--- config.mk ---
export PLATFORM = sky130hd
export DESIGN_NAME = tiled_global_controller
export DESIGN_NICKNAME = d
export VERILOG_FILES = /design/src/rtl/tiled_global_controller.sv
export SDC_FILE = /design/constraint.sdc
export NUM_CORES = 1
export LEC_CHECK = 0
export CORE_MARGIN = 4
export CORE_UTILIZATION = 58
export DETAILED_ROUTE_END_ITERATION = 7
export DONT_BUFFER_PORTS = 1
export PLACE_DENSITY = 0.74
export SETUP_SLACK_MARGIN = 0.3
export SLEW_MARGIN = 20
export SYNTH_ARGS = -nofsm -noshare
export SYNTH_HDL_FRONTEND = slang
export SYNTH_SLANG_ARGS = --single-unit
--- constraint.sdc ---
create_clock -name clk -period 5 [get_ports clk]
set_input_delay 1 -clock clk [delete_from_list [all_inputs] [get_ports clk]]
set_output_delay 1 -clock clk [all_outputs]
set_load 0.05 [all_outputs]
--- src/rtl/tiled_global_controller.sv ---
// Tiled GEMM sequencer: LOAD -> COMPUTE per K tile, DRAIN per N tile, one ap_done pulse per job.
// Latency N*(K*(ARRAY_SIZE+M)+LATENCY)+1 cycles from accepted start; stream_stall pauses COMPUTE only.
module tiled_global_controller #(
    parameter int ARRAY_SIZE = 16,
    parameter int LATENCY    = 64,
    parameter int CNT_W      = 32,
    parameter int TILE_W     = 16
) (
    input  logic              clk,
    input  logic              rst,
    input  logic              ap_start,
    input  logic [CNT_W-1:0]  cfg_seq_len,
    input  logic [TILE_W-1:0] cfg_num_k_tiles,
    input  logic [TILE_W-1:0] cfg_num_n_tiles,
    input  logic              stream_stall,
    output logic              ap_done,
    output logic              ap_idle,
    output logic [2:0]        current_state_dbg,
    output logic              ctrl_weight_load_en,
    output logic [CNT_W-1:0]  ctrl_weight_row,
    output logic              ctrl_input_stream_en,
    output logic              ctrl_acc_clear,
    output logic              ctrl_drain_en,
    output logic [CNT_W-1:0]  ctrl_row_cnt,
    output logic [TILE_W-1:0] ctrl_k_idx,
    output logic [TILE_W-1:0] ctrl_n_idx
);

    typedef enum logic [2:0] {
        S_IDLE    = 3'd0,
        S_LOAD    = 3'd1,
        S_COMPUTE = 3'd2,
        S_DRAIN   = 3'd3,
        S_DONE    = 3'd4
    } state_t;

    localparam logic [CNT_W-1:0] LP_WROW_LAST  = CNT_W'(ARRAY_SIZE - 1);
    localparam logic [CNT_W-1:0] LP_DRAIN_LAST = CNT_W'(LATENCY - 1);

    state_t            r_state;
    logic [CNT_W-1:0]  r_wrow;
    logic [CNT_W-1:0]  r_row_cnt;
    logic [CNT_W-1:0]  r_drain_cnt;
    logic [CNT_W-1:0]  r_m;
    logic [TILE_W-1:0] r_k;
    logic [TILE_W-1:0] r_n;
    logic [TILE_W-1:0] r_k_idx;
    logic [TILE_W-1:0] r_n_idx;
    logic              w_stream_en;
    logic              w_zero_cfg;

    assign w_stream_en = (r_state == S_COMPUTE) && !stream_stall;
    assign w_zero_cfg  = (cfg_seq_len == '0) || (cfg_num_k_tiles == '0) || (cfg_num_n_tiles == '0);

    always_ff @(posedge clk) begin
        if (rst) begin
            r_state     <= S_IDLE;
            r_wrow      <= '0;
            r_row_cnt   <= '0;
            r_drain_cnt <= '0;
            r_m         <= '0;
            r_k         <= '0;
            r_n         <= '0;
            r_k_idx     <= '0;
            r_n_idx     <= '0;
        end else begin
            case (r_state)
                S_IDLE: begin
                    if (ap_start) begin
                        r_m         <= cfg_seq_len;
                        r_k         <= cfg_num_k_tiles;
                        r_n         <= cfg_num_n_tiles;
                        r_k_idx     <= '0;
                        r_n_idx     <= '0;
                        r_wrow      <= '0;
                        r_row_cnt   <= '0;
                        r_drain_cnt <= '0;
                        r_state     <= w_zero_cfg ? S_DONE : S_LOAD;
                    end
                end
                S_LOAD: begin
                    if (r_wrow == LP_WROW_LAST) begin
                        r_wrow    <= '0;
                        r_row_cnt <= '0;
                        r_state   <= S_COMPUTE;
                    end else begin
                        r_wrow <= r_wrow + 1'b1;
                    end
                end
                S_COMPUTE: begin
                    // r_m is nonzero here, so r_m-1 cannot wrap even at the counter maximum
                    if (!stream_stall) begin
                        if (r_row_cnt == r_m - 1'b1) begin
                            r_row_cnt <= '0;
                            if (r_k_idx == r_k - 1'b1) begin
                                r_drain_cnt <= '0;
                                r_state     <= S_DRAIN;
                            end else begin
                                r_k_idx <= r_k_idx + 1'b1;
                                r_state <= S_LOAD;
                            end
                        end else begin
                            r_row_cnt <= r_row_cnt + 1'b1;
                        end
                    end
                end
                S_DRAIN: begin
                    if (r_drain_cnt == LP_DRAIN_LAST) begin
                        r_drain_cnt <= '0;
                        if (r_n_idx == r_n - 1'b1) begin
                            r_state <= S_DONE;
                        end else begin
                            r_n_idx <= r_n_idx + 1'b1;
                            r_k_idx <= '0;
                            r_state <= S_LOAD;
                        end
                    end else begin
                        r_drain_cnt <= r_drain_cnt + 1'b1;
                    end
                end
                S_DONE: begin
                    r_k_idx <= '0;
                    r_n_idx <= '0;
                    r_state <= S_IDLE;
                end
                default: r_state <= S_IDLE;
            endcase
        end
    end

    // Everything below decodes registered state; only stream_stall reaches outputs combinationally.
    assign ap_done              = (r_state == S_DONE);
    assign ap_idle              = (r_state == S_IDLE);
    assign current_state_dbg    = r_state;
    assign ctrl_weight_load_en  = (r_state == S_LOAD);
    assign ctrl_weight_row      = r_wrow;
    assign ctrl_input_stream_en = w_stream_en;
    assign ctrl_acc_clear       = w_stream_en && (r_k_idx == '0);
    assign ctrl_drain_en        = (r_state == S_DRAIN);
    assign ctrl_row_cnt         = r_row_cnt;
    assign ctrl_k_idx           = r_k_idx;
    assign ctrl_n_idx           = r_n_idx;

endmodule

# After elaboration in Yosys (flattened, before gate mapping)
# Index checks and enable logic that the tools add are counted.
# totals
register_bits	195
word_cells	87
# op_classes
n_addsub	8
n_reduce_logical	22
muxes	31
n_eq_ne	17
# ops
operator	count
two-way mux 32 bit	9
case mux 32 bit (3 select lines)	2
two-way mux 16 bit	8
adder 32 x 1 -> 32 bit, second input constant	3
case mux 16 bit (4 select lines)	1
case mux 32 bit (2 select lines)	1
logical NOT 16 bit	3
case mux 16 bit (3 select lines)	1
adder 16 x 1 -> 16 bit, second input constant	2
equality test 16 bit	2
equality test 32 bit	1
equality test 32 x 4 -> 1 bit, second input constant	1
equality test 32 x 6 -> 1 bit, second input constant	1
logical NOT 32 bit	1
subtractor 16 x 1 -> 16 bit, second input constant	2
subtractor 32 x 1 -> 32 bit, second input constant	1
two-way mux 3 bit	7
case mux 3 bit (4 select lines)	1
AND reduction 5 bit	2
nonzero test 3 bit	3
!= test 2 x 1 -> 1 bit, second input constant	4
!= test 2 bit, second input constant	4
AND reduction 4 bit	2
AND reduction 7 bit	1
other kinds (11)	15

# Depth between registers and ports, before layout
# logic_depth
ltp_word	6
ltp_mapped	15
ltp_nobuf	12

# Worst setup path after synthesis
# OpenSTA, ideal clock, no wires.
# synth_path
path_kind	register to register
from	register r_m[0]
to	register r_drain_cnt[26]
synth_period_minus_slack_ps	3966
setup_time_ps	66
setup_slack_ps	1034
arrival_ps	3900
path_stages_with_launch	14
path_cell_list	dfxtp_1 > inv_1 > ha_1 > nor4b_2 > nand2_1 > or4_1 > or4_1 > a32o_1 > or4_4 > nor4_4 > o2111ai_2 > buf_6 > or3_1 > a21oi_2
# synth_via
elab_chain_cells	4
# synth_lines
item	line_no	text
from (decl)	44	logic [CNT_W-1:0] r_m;
from (signal assigned)	70	r_m <= cfg_seq_len;
subtractor 32 x 1 -> 32 bit	93	if (r_row_cnt == r_m - 1'b1) begin
equality test 32 bit	93	
!= test 2 x 1 -> 1 bit (no line)	n/a	
AND reduction 5 bit (no line)	n/a	
to (signal assigned)	118	r_drain_cnt <= r_drain_cnt + 1'b1;
to (decl)	43	logic [CNT_W-1:0] r_drain_cnt;
# No other way between the ends.
# A chain may end at the register's enable or synchronous reset.

# Worst setup path after layout
# layout_path
from	register r_m[0]
to	register r_drain_cnt[20]
# Same word-level chain as after synthesis.

==> flow_metrics.env <==
export IMPL_fin_cells=1680
export IMPL_synthFlopType="dfxtp_1"
export IMPL_synth_cell_area_mm2=0.0111
export IMPL_synth_nets=1536
export IMPL_ant_nets=0
export IMPL_initial_utilization_pct=59.3
export IMPL_ctsRootBufferMaster="clkbuf_16"
export IMPL_seq_area_frac_synth_pct=35.1
export IMPL_n_antenna_cell=0
export IMPL_ys_async_sr_fraction_pct=0
export IMPL_outcome="complete, no violations"
export IMPL_crit_chain="inv_1, ha_1, nor4b_4, nand2_1, or4_1, or4_1, a32o_1, or4_4, nor4_4, o2111ai_2, or3_1, a21oi_1"
export IMPL_totalWireLength_um=31300
export IMPL_total_power_mw=5.53
export IMPL_cp_end_kind="flop"
export IMPL_ir_drop_mv=0.319
export IMPL_hold_viol=0
export IMPL_startpoint_type="flop"
export IMPL_wl_per_cell_um=18.6
export IMPL_first_iter_violations=657
export IMPL_drt_pass1_iterations=5
export IMPL_antenna_found_initial=0
export IMPL_fin_area_mm2=0.0120
export IMPL_post_place_cells=1648
export IMPL_slowest_stage="or4_4"
export IMPL_cp_startpoint="r_m[0]$_SDFFE_PP0P_"
export IMPL_path_class="flop to flop"
export IMPL_hold_worst_slack_ns=0.484
export IMPL_ys_types=76
export IMPL_place_ws_ns=0.415
export IMPL_hold_path_class="flop to flop"
export IMPL_vias=10700
export IMPL_setup_tns_ns=0
export IMPL_hpwl_um=22700
export IMPL_grt_pass1_wl_um=50900
export IMPL_grt_max_degree=106
export IMPL_r2r_worst_path_cells=12
export IMPL_die_area_mm2=0.0215
export IMPL_area_growth_pct=7.85
export IMPL_cp_required_ns=5.38
export IMPL_cp_arrival_ns=4.87
export IMPL_reg2reg_from="r_m[0]$_SDFFE_PP0P_"
export IMPL_die_y_um=147
export IMPL_synth_edff_count=0
export IMPL_reg2reg_slack_ns=0.50
export IMPL_rows=50
export IMPL_finalCriticalPeriod_ns=4.50
export IMPL_clock_fmax_mhz=222
export IMPL_rsz0062_at_grt="no"
export IMPL_drive_gt1_share_pct=6.22
export IMPL_via_per_inst=6.35
export IMPL_setup_violations=0
export IMPL_routabilityCongestion=0.923
export IMPL_io_pins=173
export IMPL_clk_pin_slew_worst_paths_ns=0.08
export IMPL_final_nets=1510
export IMPL_cts_buffers_inserted=17
export IMPL_worst_pin_slew_ns=1.07
export IMPL_relSlewSlack_pct=28.3
export IMPL_power_leakage_nw=4.04
export IMPL_htree_levels=4
export IMPL_grt_overflow=0
export IMPL_die_w_um=147
export IMPL_grt_usage_pct=28.4
export IMPL_post_route_util_pct=64.0
export IMPL_core_area_mm2=0.0188
export IMPL_max_stage_delay_ns=0.53
export IMPL_layout_setup_ws_ns=0.504
export IMPL_ctsHoldBuffers=0
export IMPL_skew_ns=0.0171
export IMPL_r2r_end="r_drain_cnt[20]$_SDFFE_PP0P_"
export IMPL_io_buffer_count=0
export IMPL_clk_latency_ns=0.45
export IMPL_maxCapViolCount=0
export IMPL_clockBufferDepth=2
export IMPL_crit_fanout=15
export IMPL_cp_endpoint="r_drain_cnt[20]$_SDFFE_PP0P_"
export IMPL_ys_warn_count=0
export IMPL_cpMostUsedCell="or4_1"
export IMPL_place_area_mm2=0.0114
export IMPL_cts_setup_buffers=0
export IMPL_drv_slew=0
export IMPL_cts_tree="built"
export IMPL_syn_avg_cell_area_um2=7.63
export IMPL_fin_crit_sh_pct=89.9
export IMPL_drc=0
export IMPL_ys_ff_latch=195
export IMPL_synth_cells=1459
export IMPL_grt_pass1_vias=9882
export IMPL_cts_sink_count=195
export IMPL_power_density_mw_per_mm2=461
export IMPL_fillers=1685
## registers in the layout (all words and copies together) (netlist names)
signal	flops
ctrl_k_idx	16
ctrl_n_idx	16
ctrl_row_cnt	32
ctrl_weight_row	32
current_state_dbg	3
r_drain_cnt	32
r_k	16
r_m	32
r_n	16
## worst max-delay path: cells and delay by family (launching register included)
family / cells / cell delay [ns]
compound gates: 3 / 0.77
fa+ha+maj: 1 / 0.19
buf+inv: 1 / 0.08
flops: 1 / 0.37
simple gates: 7 / 3.02
## layer usage
metal	vias to the layer above	global-route usage (%)	routed length, um
met4	0	9.83	792
met3	60	7.32	2290
met2	375	46.9	14900
met1	5047	36.1	13400
met5	-	0	0
li1	5190	-	-
## cells in the mapped netlist, drive strengths merged, types with 3 or more instances
master,n,share of area [%]
a211o,3,0.24
a211oi,12,0.85
a21o,5,0.34
a21oi,130,5.9
a22oi,4,0.27
a311oi,6,0.47
a31oi,10,0.56
and2,8,0.45
and3,31,1.7
and4,6,0.47
buf,8,0.46
clkbuf,65,2.2
dfxtp,195,35
ha,9,1.0
inv,26,0.88
mux2i,11,0.99
nand2,217,7.3
nand2b,8,0.45
nand3,49,2.2
nand3b,8,0.54
nand4,43,2.4
nand4b,6,0.53
nand4bb,3,0.30
nor2,150,5.1
nor2b,5,0.28
nor3,49,2.2
nor3b,9,0.65
nor4,66,4.0
o2111ai,4,0.37
o211ai,6,0.40
o21ai,55,2.5
o22ai,3,0.17
o31a,3,0.24
o31ai,12,0.81
or2,5,0.28
or3,29,1.6
or4,21,1.5
or4b,3,0.27
xnor2,91,7.2
xor2,58,4.6
## kinds of logic after synthesis
family	after synthesis	share of synthesized area, %
compound gates	272	14.6
xor+xnor	149	11.7
fa+ha+maj	9	1.01
buf+inv	99	3.53
flops	195	35.1
mux	12	1.09
simple gates	723	32.9
## timing repair
item / 4_1_cts / 5_1_grt
endpoints found under the hold margin: 0 / 0
gates resized for setup: 0 / 2
endpoints found under the setup margin: 0 / 25
## cell usage in the layout, fill, tap and decap left out, drive strengths merged, types with 4 or more instances in the layout
cell type,Yosys,final
or2,5,5
xnor2,91,91
or4,21,21
nand4,43,43
clkbuf,65,18
nor2b,5,5
and4,6,6
o211ai,6,6
o2111ai,4,4
inv,26,33
nand3,49,49
a21oi,130,130
nand3b,8,8
xor2,58,58
o31ai,12,12
ha,9,9
a31oi,10,10
nand2,217,217
dfxtp,195,195
nor3b,9,9
nor3,49,49
a311oi,6,6
buf,8,28
a21o,5,5
and3,31,31
or3,29,29
mux2i,11,11
and2,8,8
o21ai,55,55
nor4,66,66
nand4b,6,6
nor2,150,150
a211oi,12,12
a22oi,4,4
nand2b,8,8
## area by class of cell
cell class | instances | area (um2) | share of cell area [%]
Multi-Input combinational cell | 1165 | 6870 | 57.2
Clock buffer | 18 | 439 | 3.66
Sequential cell | 195 | 3900 | 32.5
Tap cell | 234 | 293 | 2.44
Inverter | 26 | 97.6 | 0.813
Timing Repair Buffer | 28 | 223 | 1.85
Clock inverter | 14 | 188 | 1.56
## power breakdown
group          leakage (nW)  switching (mW)  internal [mW]
logic                  2.16            1.42          0.742
clock network         0.299           0.675          0.777
registers              1.58           0.244           1.67
## worst min-delay path by stage
stage	from	end	slack, ns	cells after the start
CTS	r_m[31]$_SDFFE_PP0P_	r_m[31]$_SDFFE_PP0P_	0.48	2
global route	r_m[25]$_SDFFE_PP0P_	r_m[25]$_SDFFE_PP0P_	0.51	2
finish	r_m[31]$_SDFFE_PP0P_	r_m[31]$_SDFFE_PP0P_	0.48	2
detailed placement	r_n[15]$_SDFFE_PP0P_	r_n[15]$_SDFFE_PP0P_	0.46	2
global placement	r_k[15]$_SDFFE_PP0P_	r_k[15]$_SDFFE_PP0P_	0.45	2
floorplan	r_m[31]$_SDFFE_PP0P_	r_m[31]$_SDFFE_PP0P_	0.45	2
No activity file was read; power rests on OpenSTA's default activity.
